## config.mk

```make
export PLATFORM = sky130hd
export DESIGN_NAME = libv_cpa_seq
export DESIGN_NICKNAME = d
export VERILOG_FILES = /design/src/rtl/libv_cpa_seq.sv
export SDC_FILE = /design/constraint.sdc
export NUM_CORES = 1
export LEC_CHECK = 0
export CORE_ASPECT_RATIO = 0.9
export CORE_MARGIN = 1.5
export CORE_UTILIZATION = 54
export DETAILED_ROUTE_END_ITERATION = 6
export PLACE_DENSITY = 0.95
export SYNTH_ARGS = -nofsm -noshare
export SYNTH_HDL_FRONTEND = slang
export SYNTH_SLANG_ARGS = --single-unit
```

## constraint.sdc

```tcl
create_clock -name clk -period 9.6 [get_ports clk]
set_input_delay 2.4 -clock clk [delete_from_list [all_inputs] [get_ports clk]]
set_output_delay 2.4 -clock clk [all_outputs]
set_load 0.01 [all_outputs]
```

## src/rtl/libv_cpa_seq.sv

```systemverilog
// Sequential carry-propagate adder: resolves a save/carry pair K bits per cycle into W-bit sum.
// Define LIBV_CPA_SEQ_OVF_EN to add the registered signed-overflow output out_ovf.
module libv_cpa_seq #(
  parameter int unsigned W = 32,
  parameter int unsigned K = 8
) (
  input  logic         clk,
  input  logic         rst,
  input  logic         in_vld,
  input  logic [W-1:0] in_s,
  input  logic [W-1:0] in_c,
  output logic         in_rdy,
  output logic         out_vld,
  output logic [W-1:0] out_sum,
  output logic         out_co,
`ifdef LIBV_CPA_SEQ_OVF_EN
  output logic         out_ovf,
`endif
  input  logic         out_rdy
);

  localparam int unsigned NC   = W / K;
  localparam int unsigned CntW = (NC > 1) ? $clog2(NC) : 1;
  localparam int unsigned IdxW = (W > 1) ? $clog2(W) : 1;
  localparam logic [CntW-1:0] LastCnt = CntW'(NC - 1);

  if ((W % K) != 0) begin : g_param_err
    $error("libv_cpa_seq: W must be a multiple of K");
  end

  typedef enum logic [1:0] {StIdle, StBusy, StDone} state_e;

  state_e          state_q, state_d;
  logic [CntW-1:0] cnt_q, cnt_d;
  logic            carry_q, carry_d;
  logic [W-1:0]    s_q, s_d;
  logic [W-1:0]    c_q, c_d;
  logic [W-1:0]    sum_q, sum_d;
  logic            co_q, co_d;
  logic [IdxW-1:0] base;
  logic [K:0]      chunk_sum;
  logic            accept;
`ifdef LIBV_CPA_SEQ_OVF_EN
  logic            ovf_q, ovf_d;
`endif

  assign base    = IdxW'(K * cnt_q);
  assign in_rdy  = (state_q == StIdle) | ((state_q == StDone) & out_rdy);
  assign out_vld = (state_q == StDone);
  assign out_sum = sum_q;
  assign out_co  = co_q;
  assign accept  = in_vld & in_rdy;
`ifdef LIBV_CPA_SEQ_OVF_EN
  assign out_ovf = ovf_q;
`endif

  always_comb begin
    state_d   = state_q;
    cnt_d     = cnt_q;
    carry_d   = carry_q;
    s_d       = s_q;
    c_d       = c_q;
    sum_d     = sum_q;
    co_d      = co_q;
`ifdef LIBV_CPA_SEQ_OVF_EN
    ovf_d     = ovf_q;
`endif
    chunk_sum = {1'b0, s_q[base +: K]} + {1'b0, c_q[base +: K]} + {{K{1'b0}}, carry_q};
    unique case (state_q)
      StBusy: begin
        sum_d[base +: K] = chunk_sum[K-1:0];
        carry_d          = chunk_sum[K];
        cnt_d            = cnt_q + 1'b1;
        if (cnt_q == LastCnt) begin
          state_d = StDone;
          co_d    = chunk_sum[K];
`ifdef LIBV_CPA_SEQ_OVF_EN
          // Carry into the MSB differs from carry out of it on signed overflow.
          ovf_d   = (s_q[W-1] ^ c_q[W-1] ^ chunk_sum[K-1]) ^ chunk_sum[K];
`endif
        end
      end
      StDone: begin
        if (out_rdy) state_d = StIdle;
      end
      default: ;
    endcase
    // Acceptance overrides the DONE exit, giving back-to-back operation.
    if (accept) begin
      s_d     = in_s;
      c_d     = in_c;
      cnt_d   = '0;
      carry_d = 1'b0;
      state_d = StBusy;
    end
  end

  always_ff @(posedge clk or posedge rst) begin
    if (rst) begin
      state_q <= StIdle;
      cnt_q   <= '0;
      carry_q <= 1'b0;
      s_q     <= '0;
      c_q     <= '0;
      sum_q   <= '0;
      co_q    <= 1'b0;
`ifdef LIBV_CPA_SEQ_OVF_EN
      ovf_q   <= 1'b0;
`endif
    end else begin
      state_q <= state_d;
      cnt_q   <= cnt_d;
      carry_q <= carry_d;
      s_q     <= s_d;
      c_q     <= c_d;
      sum_q   <= sum_d;
      co_q    <= co_d;
`ifdef LIBV_CPA_SEQ_OVF_EN
      ovf_q   <= ovf_d;
`endif
    end
  end

endmodule

```

==> flow_summary_export.csv, run 1 <==
group,metric,value,unit
timing,slew_violations,0,
floorplanning,die_x,101,um
cells_and_area,n_antenna_cell,0,
cells_and_area,syn2layout_area_growth,28.1,%
routing,drt_iter0_drc,143,
yosys,async_flop_share,100,%
grt,antenna_found_initial,0,
cells_and_area,multi_input_area,1970,um2
yosys,synth.mux.area_fraction,23.5,%
yosys,yosysUniqueCellTypes,35,
timing,finalSetupTns,0,ns
timing,fmax,164,MHz
clock_network,hold_buffers,0,
power,peakVddDrop,0.000188,V
routing,antenna_left,0,
worst_setup_path,cp-start-kind,"primary input",
cells_and_area,fillers,506,
clock_network,cts-resized-gates,0,
worst_setup_path,r2r_cells,9,
placed_design,gp_congestion,0.815,
timing,layout_setup_ws,3.50,ns
worst_setup_path,crit-reg2reg-launch,"cnt_q[0]",
routing,vias_per_cell,5.72,
worst_setup_path,crit_type,"in -> out",
floorplanning,die-area,9160,um2
hold_path,hp-start,"c_q[25]",
timing,setup-violations-final,0,
yosys,synth-simple-area-share,4.64,%
cells_and_area,final_area,5940,um2
floorplanning,core,8180,um2
worst_setup_path,r2r-end,"out_co",
yosys,syn_area,4640,um2
routing,drt-wirelength-per-cell,18.3,um
yosys,synth_top_family_by_area,"multiplexers",
timing,worst_slew_pin_slew,0.834,ns
yosys,synth_cells,297,
clock_network,ctsLongestPathBuffers,2,
worst_setup_path,reg2reg_slack,6.09,ns
timing,rsz0062_at_grt,"no",
floorplanning,die_h,90.9,um
timing,fin_skew,0.0139,ns
worst_setup_path,arrival,3.70,ns
cells_and_area,fin_nets,484,
yosys,yosys_warnings,0,
grt,grt_use_total,22.2,%
clock_network,insertion_delay,0.36,ns
routing,first_pass_iters,4,
timing,maxSlewHeadroom,44.4,%
yosys,syn_avg_cell_area,15.6,um2
worst_setup_path,critPathMaxFanout,3,
hold_path,holdPathStages,1,
routing,vias,2979,
clock_network,cts_tree,"yes",
yosys,synth_compound_area_share,9.01,%
placed_design,dp_hpwl,7.09,mm
hold_path,hp-class,"reg -> reg",
hold_path,hold_end,"c_q[25]",
cells_and_area,regArea,2550,um2
floorplanning,num_io_pins,103,
clock_network,htreeDepth,3,
grt,grt_max_degree,68,
power,p_per_area,373,nW/um2
cells_and_area,drive_gt1_share,20.2,%
floorplanning,rows,31,
job,maxCapViolations,0,
placed_design,dp_slack,3.49,ns
yosys,synth_xor_area_share,0.944,%
timing,finalHoldViolCount,0,
placed_design,postPlaceCellArea,5740,um2
yosys,synthAdderAreaFrac,4.37,%
placed_design,portBuffers,102,
clock_network,cts-root-buf,"clkbuf_8",
clock_network,cts.sinks,102,
clock_network,cts_buffers,9,
timing,period_share,63.5,%
grt,grt_overflow,0,
floorplanning,start_util,56.7,%
routing,finalWirelength,9.52,mm
yosys,synth-seq-cells,102,
power,leakagePower,2.53,nW
routing,route.detailed.drc,0,
yosys,syn_nets,380,
worst_setup_path,cp_data_required_time,7.20,ns
grt,grt_pass1_vias,3032,
worst_setup_path,cp-end-kind,"output port",
grt,grt_pass1_wl,15.5,mm
clock_network,clk_pin_slew,0.08,ns
timing,final.min_clock_period,6.10,ns
yosys,synth_edf_count,0,
clock_network,cts_setup_buffers,0,
yosys,ys_seq_area_share,55.0,%
run_status,status,"finished, final reports clean",
cells_and_area,layout_common_cells,"102 x dfrtp_1, 102 x clkdlybuf4s50_1, 37 x mux2_2",
yosys,synthFlopType,"dfrtp_1",
[worst max-delay path by stage]
stage / from / cells past startpoint / endpoint
6_report: out_rdy / 4 / in_rdy
5_1_grt: out_rdy / 4 / in_rdy
4_1_cts: out_rdy / 4 / in_rdy
3_5_place_dp: out_rdy / 4 / in_rdy
3_3_place_gp: out_rdy / 4 / in_rdy
2_1_floorplan: out_rdy / 2 / in_rdy
[state kept, by name, indices dropped and copies added (netlist names)]
name and cells:
c_q 32, carry_q 1, cnt_q 2, out_co 1, out_sum 32, s_q 32
state_q 2
[power breakdown]
group	switching (mW)	internal, mW
combinational	0.621	0.591
clock	0.138	0.135
sequential	0.108	0.622
total	0.868	1.35
[area by class of cell]
cell class / count / area share (%)
flip-flops and latches: 102 / 42.9
multi-input cells: 177 / 33.2
repair buffers: 106 / 17.7
clock buffers: 13 / 2.67
well taps: 115 / 2.42
clock inverters: 3 / 0.716
inverters: 5 / 0.358
[critical path, cell delays in order]
cell             delay (ns)
clkdlybuf4s50_1        0.46
inv_1                  0.04
a21oi_1                0.21
clkdlybuf4s50_1        0.58
[per-layer routing]
metal  wire [um]  share of wire (%)  GRT usage, %  up-vias
met1        4040                 42          29.6     1522
li1            -                  -             -     1331
met4         143                1.5          6.69        0
met5           0                  0             0        -
met3         470                4.9          4.46       14
met2        4860                 51          36.9      112
[cell usage after synthesis (2+ instances only)]
master / count / share of area (%)
a21o_1: 5 / 0.81
a21oi_1: 6 / 0.65
a22o_1: 33 / 6.2
buf_2: 5 / 0.54
buf_6: 5 / 1.2
clkbuf_1: 2 / 0.16
dfrtp_1: 102 / 55
fa_1: 2 / 0.86
ha_1: 13 / 3.5
inv_1: 5 / 0.40
mux2_1: 28 / 6.8
mux2_2: 37 / 9.0
mux4_2: 16 / 7.8
nand2_1: 2 / 0.16
nand2_4: 3 / 0.73
nand2b_1: 2 / 0.27
nor2_1: 6 / 0.49
nor4b_4: 3 / 1.5
o211ai_1: 2 / 0.32
o21ai_0: 2 / 0.22
xnor2_1: 3 / 0.57
xor2_1: 2 / 0.38
[cell families after synthesis]
family | Yosys count
buffers and inverters | 18
AND/OR/NAND/NOR | 24
flip-flops | 102
XOR/XNOR | 5
AO/OA/AOI/OAI | 52
adder cells (fa/ha/maj) | 15
multiplexers | 81
[stage by stage]
stage / cells / util (%) / total power, mW / hold slack (ns)
final: 521 / 72.6 / 2.22 / 0.489
after global placement: 505 / 70.2 / 1.89 / 0.462
after CTS: 521 / 72.6 / 2.23 / 0.493
after global routing: 521 / 72.6 / 2.37 / 0.507
after detailed placement: 505 / 70.2 / 1.96 / 0.473
after floorplan: 297 / - / 1.60 / 0.452
Note: power is estimated with default switching activity, not from simulation.
==> run 2: changes to the inputs <==
Settings changed: CORE_UTILIZATION 54 to 51, PLACE_DENSITY 0.95 to 0.91.
Clock period 9.6 ns to 5.83 ns, I/O delays scaled along.
==> run 2 against run 1 <==
Sequential power increased by 71%. Count of clock-buffer cells in the layout decreased by 3. Via count decreased by 1.7%. Setup slack got worse by 1.9 ns. Power increased by 64%. Combinational power increased by 61%. Non-clock buffer count decreased by 1. Utilization decreased by 4.4 points. Sequential cell count unchanged. Cell count increased by 0.58%.
==> flow_summary_export.csv, run 2 (synthesis gave the netlist of run 1 again) <==
group,metric,value,unit
clock_network,insertion_delay,0.37,ns
power,peakVddDrop,0.000353,V
worst_setup_path,r2r-end,"out_sum[30]",
timing,finalHoldViolCount,0,
worst_setup_path,cp-start-kind,"primary input",
placed_design,dp_hpwl,7.31,mm
power,swShare,40.3,%
floorplanning,die_x,104,um
worst_setup_path,cp_data_required_time,4.37,ns
routing,vias,2927,
timing,finalSetupTns,0,ns
worst_setup_path,critPathMaxFanout,3,
timing,worst_slew_pin_slew,0.961,ns
timing,layout_setup_ws,1.62,ns
cells_and_area,postLayoutCoreUtil,68.3,%
clock_network,ctsLongestPathBuffers,2,
clock_network,cts_buffers,9,
worst_setup_path,reg2reg_slack,2.26,ns
floorplanning,die-area,9680,um2
routing,finalWirelength,9.68,mm
routing,drt-wirelength-per-cell,18.5,um
timing,fin_skew,0.00871,ns
clock_network,cts-resized-gates,0,
hold_path,hp-class,"reg -> reg",
clock_network,htreeDepth,3,
clock_network,cts_setup_buffers,0,
floorplanning,core,8690,um2
timing,rsz0062_at_grt,"no",
floorplanning,die_h,93.5,um
clock_network,cts-root-buf,"clkbuf_8",
worst_setup_path,r2r_cells,7,
timing,period_share,72.1,%
grt,grt_use_total,21.2,%
cells_and_area,stdcell_count,524,
timing,setup-violations-final,0,
timing,final.min_clock_period,4.21,ns
routing,antenna_left,0,
cells_and_area,drive_gt1_share,20.5,%
clock_network,clk_pin_slew,0.10,ns
power,leakagePower,2.53,nW
power,sequentialPowerShare,34.5,%
worst_setup_path,cp-end-kind,"output port",
placed_design,dp_slack,1.62,ns
placed_design,portBuffers,102,
run_status,status,"finished, final reports clean",
clock_network,hold_buffers,0,
floorplanning,start_util,53.4,%
power,clock_power_share,11.7,%
power,p_int,2.17,mW
job,maxCapViolations,0,
power,p_per_area,612,nW/um2
worst_setup_path,crit_type,"in -> out",
timing,slew_violations,0,
cells_and_area,layout_common_cells,"102 x dfrtp_1, 102 x clkdlybuf4s50_1, 37 x mux2_2",
cells_and_area,fin_nets,483,
clock_network,cts.sinks,102,
cells_and_area,n_antenna_cell,0,
routing,first_pass_iters,4,
routing,drt_iter0_drc,127,
worst_setup_path,arrival,2.75,ns
hold_path,holdPathStages,1,
hold_path,hold_end,"c_q[23]",
timing,fmax,238,MHz
power,switching_power,1.46,mW
grt,grt_pass1_vias,3074,
cells_and_area,syn2layout_area_growth,27.8,%
floorplanning,rows,32,
floorplanning,num_io_pins,103,
routing,route.detailed.drc,0,
hold_path,hp-start,"c_q[23]",
power,combPwrFrac,53.8,%
grt,grt_pass1_wl,15.7,mm
placed_design,gp_congestion,0.766,
worst_setup_path,crit-reg2reg-launch,"cnt_q[0]",
power,total_power,3.63,mW
clock_network,cts_tree,"yes",
placed_design,dp.cells,508,
grt,grt_overflow,0,
timing,maxSlewHeadroom,36.0,%
grt,grt_max_degree,57,
grt,antenna_found_initial,0,
routing,vias_per_cell,5.59,
==> run 2: cell count changes in the layout (fill, tap and decap cells not counted), sizes merged <==
cell	delta
buf	-1
bufinv	-1
clkbuf	-3
clkinv	+1
inv	+3
==> run 2: through the flow <==
step,instance area [um2],hold slack [ns]
4_1_cts,5930,0.494
3_3_place_gp,5740,0.462
6_report,5930,0.491
2_1_floorplan,4640,0.452
3_5_place_dp,5740,0.469
5_1_grt,5930,0.513
==> run 2: power groups by stage <==
stage	clock network, mW	registers (mW)	logic (mW)
final	0.425	1.25	1.95
after global routing	0.460	1.30	2.13
after CTS	0.433	1.26	1.96
after detailed placement	0	1.27	1.95
after global placement	0	1.24	1.86
after floorplan	0	1.19	1.45
==> run 2: how the worst max path moves through the flow <==
stage,start,end,slack (ns),cells after the start
final,out_rdy,in_rdy,1.62,4
after global routing,out_rdy,in_rdy,1.58,4
after CTS,out_rdy,in_rdy,1.61,4
after detailed placement,out_rdy,in_rdy,1.62,4
after global placement,out_rdy,in_rdy,1.67,4
after floorplan,rst,c_q[0],1.70,1
==> run 2: layout make-up <==
| type | instances | area, um2 |
|---|---|---|
| multi-input cells | 177 | 1970 |
| well taps | 119 | 149 |
| flip-flops and latches | 102 | 2550 |
| fillers | 595 | 2760 |
| clock buffers | 10 | 138 |
| clock inverters | 6 | 53.8 |
| repair buffers | 105 | 1040 |
| inverters | 5 | 21.3 |
==> run 2: per-layer routing <==
| layer | part of all wire [%] | wire [um] | vias up | global-route usage, % |
|---|---|---|---|---|
| met5 | 0 | 0 | - | 0 |
| met3 | 5.8 | 564 | 7 | 6.41 |
| met1 | 44 | 4290 | 1502 | 27.8 |
| met4 | 0.73 | 71 | 0 | 3.94 |
| met2 | 49 | 4760 | 95 | 35.8 |
| li1 | - | - | 1323 | - |
==> run 2: worst max-delay path, stage by stage <==
cell and delay (ns):
clkdlybuf4s50_1 0.45, inv_1 0.03, a21oi_1 0.22, clkdlybuf4s50_1 0.58
==> run 3: changes to the inputs <==
Settings changed: CORE_UTILIZATION 51 to 46, PLACE_DENSITY 0.91 to 0.87.
Clock period 5.83 ns to 3.4 ns, I/O delays scaled along.
==> run 3 against run 2 <==
Clock skew up 0.0032 ns. Register-to-register slack worse by 1.8 ns. Power up 76%. Count of clock-buffer cells in the layout up 2. Global-route usage down 1.8 points. Via count down 2.0%. Sequential share of layout area down 0.64 points. Utilization down 6.5 points. Clock power up 100%. Critical path type unchanged. First-iteration DRC count down 31%. Largest cell class unchanged.
==> flow_summary_export.csv, run 3 (synthesis gave the netlist of run 1 again) <==
group,metric,value,unit
run_status,status,"finished, final reports clean",
cells_and_area,fillers,746,
grt,grt_use_total,19.5,%
worst_setup_path,crit-reg2reg-launch,"cnt_q[1]",
floorplanning,core,9740,um2
worst_setup_path,crit_start,"out_rdy",
worst_setup_path,crit_type,"in -> out",
power,total_power,6.38,mW
power,leakagePower,2.56,nW
power,sequentialPowerShare,32.4,%
timing,final.min_clock_period,3.03,ns
clock_network,htreeDepth,3,
power,swShare,38.8,%
worst_setup_path,cp-start-kind,"primary input",
timing,rsz0062_at_grt,"no",
worst_setup_path,cp_data_required_time,2.55,ns
timing,hold_slack,0.494,ns
floorplanning,die-area,10700,um2
routing,route.detailed.drc,0,
hold_path,hp-class,"reg -> reg",
timing,worst_slew_pin_slew,0.539,ns
worst_setup_path,cp_slowest_cell,"clkdlybuf4s50_1",
grt,grt_max_degree,103,
clock_network,cts_tree,"yes",
grt,grt_overflow,0,
timing,fin_skew,0.0119,ns
placed_design,gp_congestion,0.775,
power,p_per_area,1060,nW/um2
worst_setup_path,r2r-end,"out_sum[22]",
job,maxCapViolations,0,
worst_setup_path,cp-end-kind,"output port",
worst_setup_path,cp_cell_sequence,"clkdlybuf4s50_1 -> inv_1 -> a21oi_1 -> clkdlybuf4s50_1",
cells_and_area,layout_common_cells,"102 x dfrtp_1, 102 x clkdlybuf4s50_1, 37 x mux2_2",
timing,finalSetupTns,0,ns
placed_design,portBuffers,102,
cells_and_area,drive_gt1_share,20.6,%
power,clock_power_share,13.6,%
clock_network,cts-resized-gates,0,
grt,grt_pass1_vias,3060,
power,peakVddDrop,0.000522,V
floorplanning,die_h,98.3,um
clock_network,cts_buffers,9,
floorplanning,start_util,47.6,%
timing,maxSlewHeadroom,63.9,%
clock_network,hold_buffers,0,
cells_and_area,final_area,6020,um2
timing,fmax,330,MHz
clock_network,insertion_delay,0.36,ns
clock_network,ctsLongestPathBuffers,2,
floorplanning,die_x,109,um
timing,slew_violations,0,
worst_setup_path,cp.depth,4,
cells_and_area,n_antenna_cell,0,
routing,finalWirelength,9.49,mm
cells_and_area,fin_nets,485,
placed_design,postPlaceCellArea,5790,um2
routing,drt-wirelength-per-cell,17.8,um
timing,setup-violations-final,0,
routing,drt_iter0_drc,88,
power,switching_power,2.48,mW
worst_setup_path,crit_top_cell,"clkdlybuf4s50_1",
routing,antenna_left,0,
timing,layout_setup_ws,0.370,ns
worst_setup_path,critical-path-top-delay-family,"buffers and inverters",
routing,vias_per_cell,5.38,
placed_design,dp_slack,0.327,ns
clock_network,cts-root-buf,"clkbuf_8",
grt,grt_pass1_wl,15.7,mm
worst_setup_path,r2r_cells,7,
grt,antenna_found_initial,0,
floorplanning,rows,34,
worst_setup_path,arrival,2.18,ns
worst_setup_path,cpPeakStageDelay,0.59,ns
worst_setup_path,endpoint,"in_rdy",
worst_setup_path,reg2reg_slack,0.44,ns
routing,first_pass_iters,6,
timing,finalHoldViolCount,0,
power,p_int,3.90,mW
clock_network,clk_pin_slew,0.09,ns
power,combPwrFrac,53.9,%
worst_setup_path,critPathBufInv,3,
worst_setup_path,critPathMaxFanout,3,
timing,period_share,89.1,%
floorplanning,num_io_pins,103,
cells_and_area,syn2layout_area_growth,29.8,%
placed_design,dp_hpwl,7.11,mm
clock_network,cts.sinks,102,
clock_network,cts_setup_buffers,0,
routing,vias,2868,
-- run 3: cell type report --
cell class                 count  area [um2]  area share (%)
timing repair buffer         107        1080            18.0
tap                          126         158            2.62
multi-input combinational    177        1970            32.8
clock buffer                  12         155            2.58
sequential                   102        2550            42.4
clock inverter                 4        76.3            1.27
inverter                       5        22.5           0.374
-- run 3: how the worst min path moves through the flow --
| stage | endpoint | startpoint | depth (start not counted) |
|---|---|---|---|
| final | c_q[21] | c_q[21] | 1 |
| after global routing | c_q[5] | c_q[5] | 1 |
| after CTS | c_q[3] | c_q[3] | 1 |
| after detailed placement | c_q[19] | c_q[19] | 1 |
| after global placement | c_q[25] | c_q[25] | 1 |
| after floorplan | c_q[16] | c_q[16] | 1 |
-- run 3: metrics by stage --
step	util [%]	cells
2_1_floorplan	-	297
3_3_place_gp	59.4	517
3_5_place_dp	59.4	517
4_1_cts	61.8	533
5_1_grt	61.8	533
6_report	61.8	533
-- run 3: worst reg2reg max path, delay by kind of cell, from the launching register on --
family | cells | cell delay (ns)
xor+xnor | 1 | 0.17
flops | 1 | 0.67
compound gates | 3 | 0.74
fa+ha+maj | 2 | 0.88
mux | 1 | 0.40
-- run 3: power by group through the flow --
stage	Combinational (mW)	Sequential [mW]	Clock [mW]
after floorplan	2.48	2.04	0
after CTS	3.46	2.08	0.881
after detailed placement	3.45	2.10	0
after global routing	3.73	2.15	0.936
after global placement	3.31	2.06	0
final	3.44	2.07	0.870
-- run 3: metal layers --
| metal | track usage [%] | wire [um] | vias to the layer above |
|---|---|---|---|
| met4 | 5.16 | 95 | 0 |
| met5 | 0 | 0 | - |
| li1 | - | - | 1329 |
| met1 | 26.8 | 4210 | 1438 |
| met3 | 5.07 | 526 | 11 |
| met2 | 30.8 | 4660 | 90 |
==> patch (flow settings as in run 2) <==
The option `LIBV_CPA_SEQ_OVF_EN` is turned on by a define.
--- a/src/rtl/libv_cpa_seq.sv
+++ b/src/rtl/libv_cpa_seq.sv
@@ -2,2 +2,4 @@
 // Define LIBV_CPA_SEQ_OVF_EN to add the registered signed-overflow output out_ovf.
+`define LIBV_CPA_SEQ_OVF_EN
+
 module libv_cpa_seq #(
Function (old outputs only; new: out_ovf): kept (equiv_simple and equiv_induct, registers matched by name and starting in step).
==> patch against run 2 <==
Synthesized area is 2.2% higher; routed wire length up 13%; worst setup slack worse by 0.086 ns; total power grew 2.7%; via count rose by 29%; sequential cell count is 1 higher; critical path depth is the same; cell area is 2.6% higher; critical path type unchanged; largest cell class unchanged.
==> patch: results (changes against run 2) <==
{| class="wikitable"
! Metric !! Value
|-
| Run status || finished, final reports clean
|-
| Met3 GRT Util || 4.90% (-1.5 points)
|-
| Synthesized Nets || 544 (+43%)
|-
| Cell at the root of the clock tree || sky130_fd_sc_hd__clkbuf_8
|-
| Hpwl dp || 7.91 mm (+8.2%)
|-
| Static leakage power || 0.00287 uW (+14%)
|-
| Met1 Track Usage GR || 29.6% (+1.8 points)
|-
| Highest ir drop seen on vdd || 0.000295 V (-16%)
|-
| Number of CTS-inserted buffers || 9 (unchanged)
|-
| Global-route wire length before repair || 17.8 mm (+13%)
|-
| Part of the power in registers || 33.5% (-1.0 points)
|-
| Final net count || 640 (+33%)
|-
| Clock-pin transition on the worst setup and hold timing paths || 0.10 ns (about the same)
|-
| Total internal power || 2150 uW (-0.72%)
|-
| Top_reg_cell synth || sky130_fd_sc_hd__dfrtp_1
|-
| Maximum number of buffers from clock root to sink || 2 (unchanged)
|-
| Antenna fix cells || 0 (unchanged)
|-
| Yosys warning total || 0 (unchanged)
|-
| Worst-case headroom to the max-slew limit || 24.1% (-12 points)
|-
| Maximum number of pins on one net before global-route repair || 71 (+25%)
|-
| Number of antenna violations at the first check in global routing || 0 (unchanged)
|-
| Number of global-route vias before repair || 3719 (+21%)
|-
| M2 GR Usage || 40.1% (+4.3 points)
|-
| Max Clock Skew || 0.0104 ns (+0.00169 ns)
|-
| Vias || 3772 (+29%)
|-
| H-tree level count || 3 (unchanged)
|-
| Maximum fanout along the worst path || 4 (+1)
|-
| Synth cell types || 41 (+17%)
|-
| Number of buffers added for setup after CTS || 0 (unchanged)
|-
| PostCTS Resize Cnt || 0 (unchanged)
|-
| DRC violation total after the first TritonRoute iteration || 235 (+85%)
|-
| Worst-skew pair later-pin latency || 0.37 ns (about the same)
|-
| Largest cells by area after synthesis || sky130_fd_sc_hd__dfrtp_1, sky130_fd_sc_hd__nand2_1, sky130_fd_sc_hd__mux4_2
|-
| Sum of routed wire length over all layers || 10.9 mm (+13%)
|-
| Number of port buffers || 103 (+0.98%)
|-
| Fill cell total of the finished layout || 677 (+14%)
|-
| Placed cell areas || 5860 sq um (+2.1%)
|-
| Gp weighted congestion || 0.830 (+8.4%)
|-
| Post-synthesis sequential area ratio || 54.3% (-0.68 points)
|-
| Share of final-layout standard cells stronger than drive strength 1 || 8.90% (-12 points)
|-
| Global Route Usage Sum || 23.1% (+1.9 points)
|-
| Commonest cells in the synthesized netlist || sky130_fd_sc_hd__nand2_1, sky130_fd_sc_hd__dfrtp_1, sky130_fd_sc_hd__a22o_1, sky130_fd_sc_hd__mux4_2, sky130_fd_sc_hd__ha_1
|-
| Type of the most critical hold path || flip-flop to flip-flop
|-
| Arrival time worst endpoint || 2.83 ns (+0.08 ns)
|-
| Ys async rst share || 100% (unchanged)
|-
| Detailed-router iteration count before antenna repair || 5 (+1)
|}
[patch: cell count changes after synthesis, moves of 8 or more]
cell,before,now
sky130_fd_sc_hd__a22o_1,33,24
sky130_fd_sc_hd__buf_1,0,8
sky130_fd_sc_hd__mux2_1,28,1
sky130_fd_sc_hd__mux2_2,37,1
sky130_fd_sc_hd__nand2_1,2,205
[patch: critical path, cell delays in order]
cell,delay (ns)
sky130_fd_sc_hd__clkdlybuf4s50_1,0.46
sky130_fd_sc_hd__inv_1,0.04
sky130_fd_sc_hd__a21oi_1,0.28
sky130_fd_sc_hd__clkdlybuf4s50_1,0.60
[patch: logic make-up after synthesis]
family / share of synthesized area, %
XOR/XNOR: 1.11
multiplexers: 8.07
AO/OA/AOI/OAI: 10.3
flip-flops: 54.3
buffers and inverters: 2.24
adder cells (fa/ha/maj): 4.27
AND/OR/NAND/NOR: 19.6
[patch: worst paths after layout]
kind	to	slack [ns]	startpoint	cells after the start
max in group asynchronous	s_q[3]$_DFFE_PP0P_	3.25	rst	3
worst min-delay path	s_q[10]$_DFFE_PP0P_	0.48	s_q[10]$_DFFE_PP0P_	2
min in group asynchronous	out_sum[31]$_DFFE_PP0P_	1.60	rst	2
worst max register to register	out_ovf$_DFFE_PP0P_	2.05	cnt_q[0]$_DFFE_PP0P_	8
worst min register to register	s_q[10]$_DFFE_PP0P_	0.48	s_q[10]$_DFFE_PP0P_	2
worst max-delay path	in_rdy	1.54	out_rdy	4
[patch: through the flow]
stage / instances / power (uW) / setup WS [ns]
floorplan: 461 / 2610 / 1.67
global placement: 668 / 3110 / 1.55
detailed placement: 668 / 3210 / 1.55
CTS: 684 / 3730 / 1.54
global route: 684 / 4000 / 1.47
finish: 684 / 3730 / 1.54
[patch: power groups by stage]
stage	sequential (uW)	combinational, uW	clock, uW
after global routing	1290	2180	528
final	1250	1980	498
after CTS	1250	1970	505
after detailed placement	1260	1950	0
after floorplan	1210	1400	0
after global placement	1240	1870	0
[patch: metal layers]
metal	up-vias	share of wire, %
met2	147	50
met3	11	5.6
met1	1867	43
li1	1747	-
met4	0	1.1
met5	-	0
[patch: layout make-up]
class                   instances  area (sq um)  share of cell area, %
flip-flops and latches        103          2580                   42.3
multi-input cells             333          2060                   33.9
repair buffers                105          1050                   17.2
well taps                     122           153                   2.51
clock buffers                   9           124                   2.03
clock inverters                 7           103                   1.69
inverters                       5          21.3                  0.349
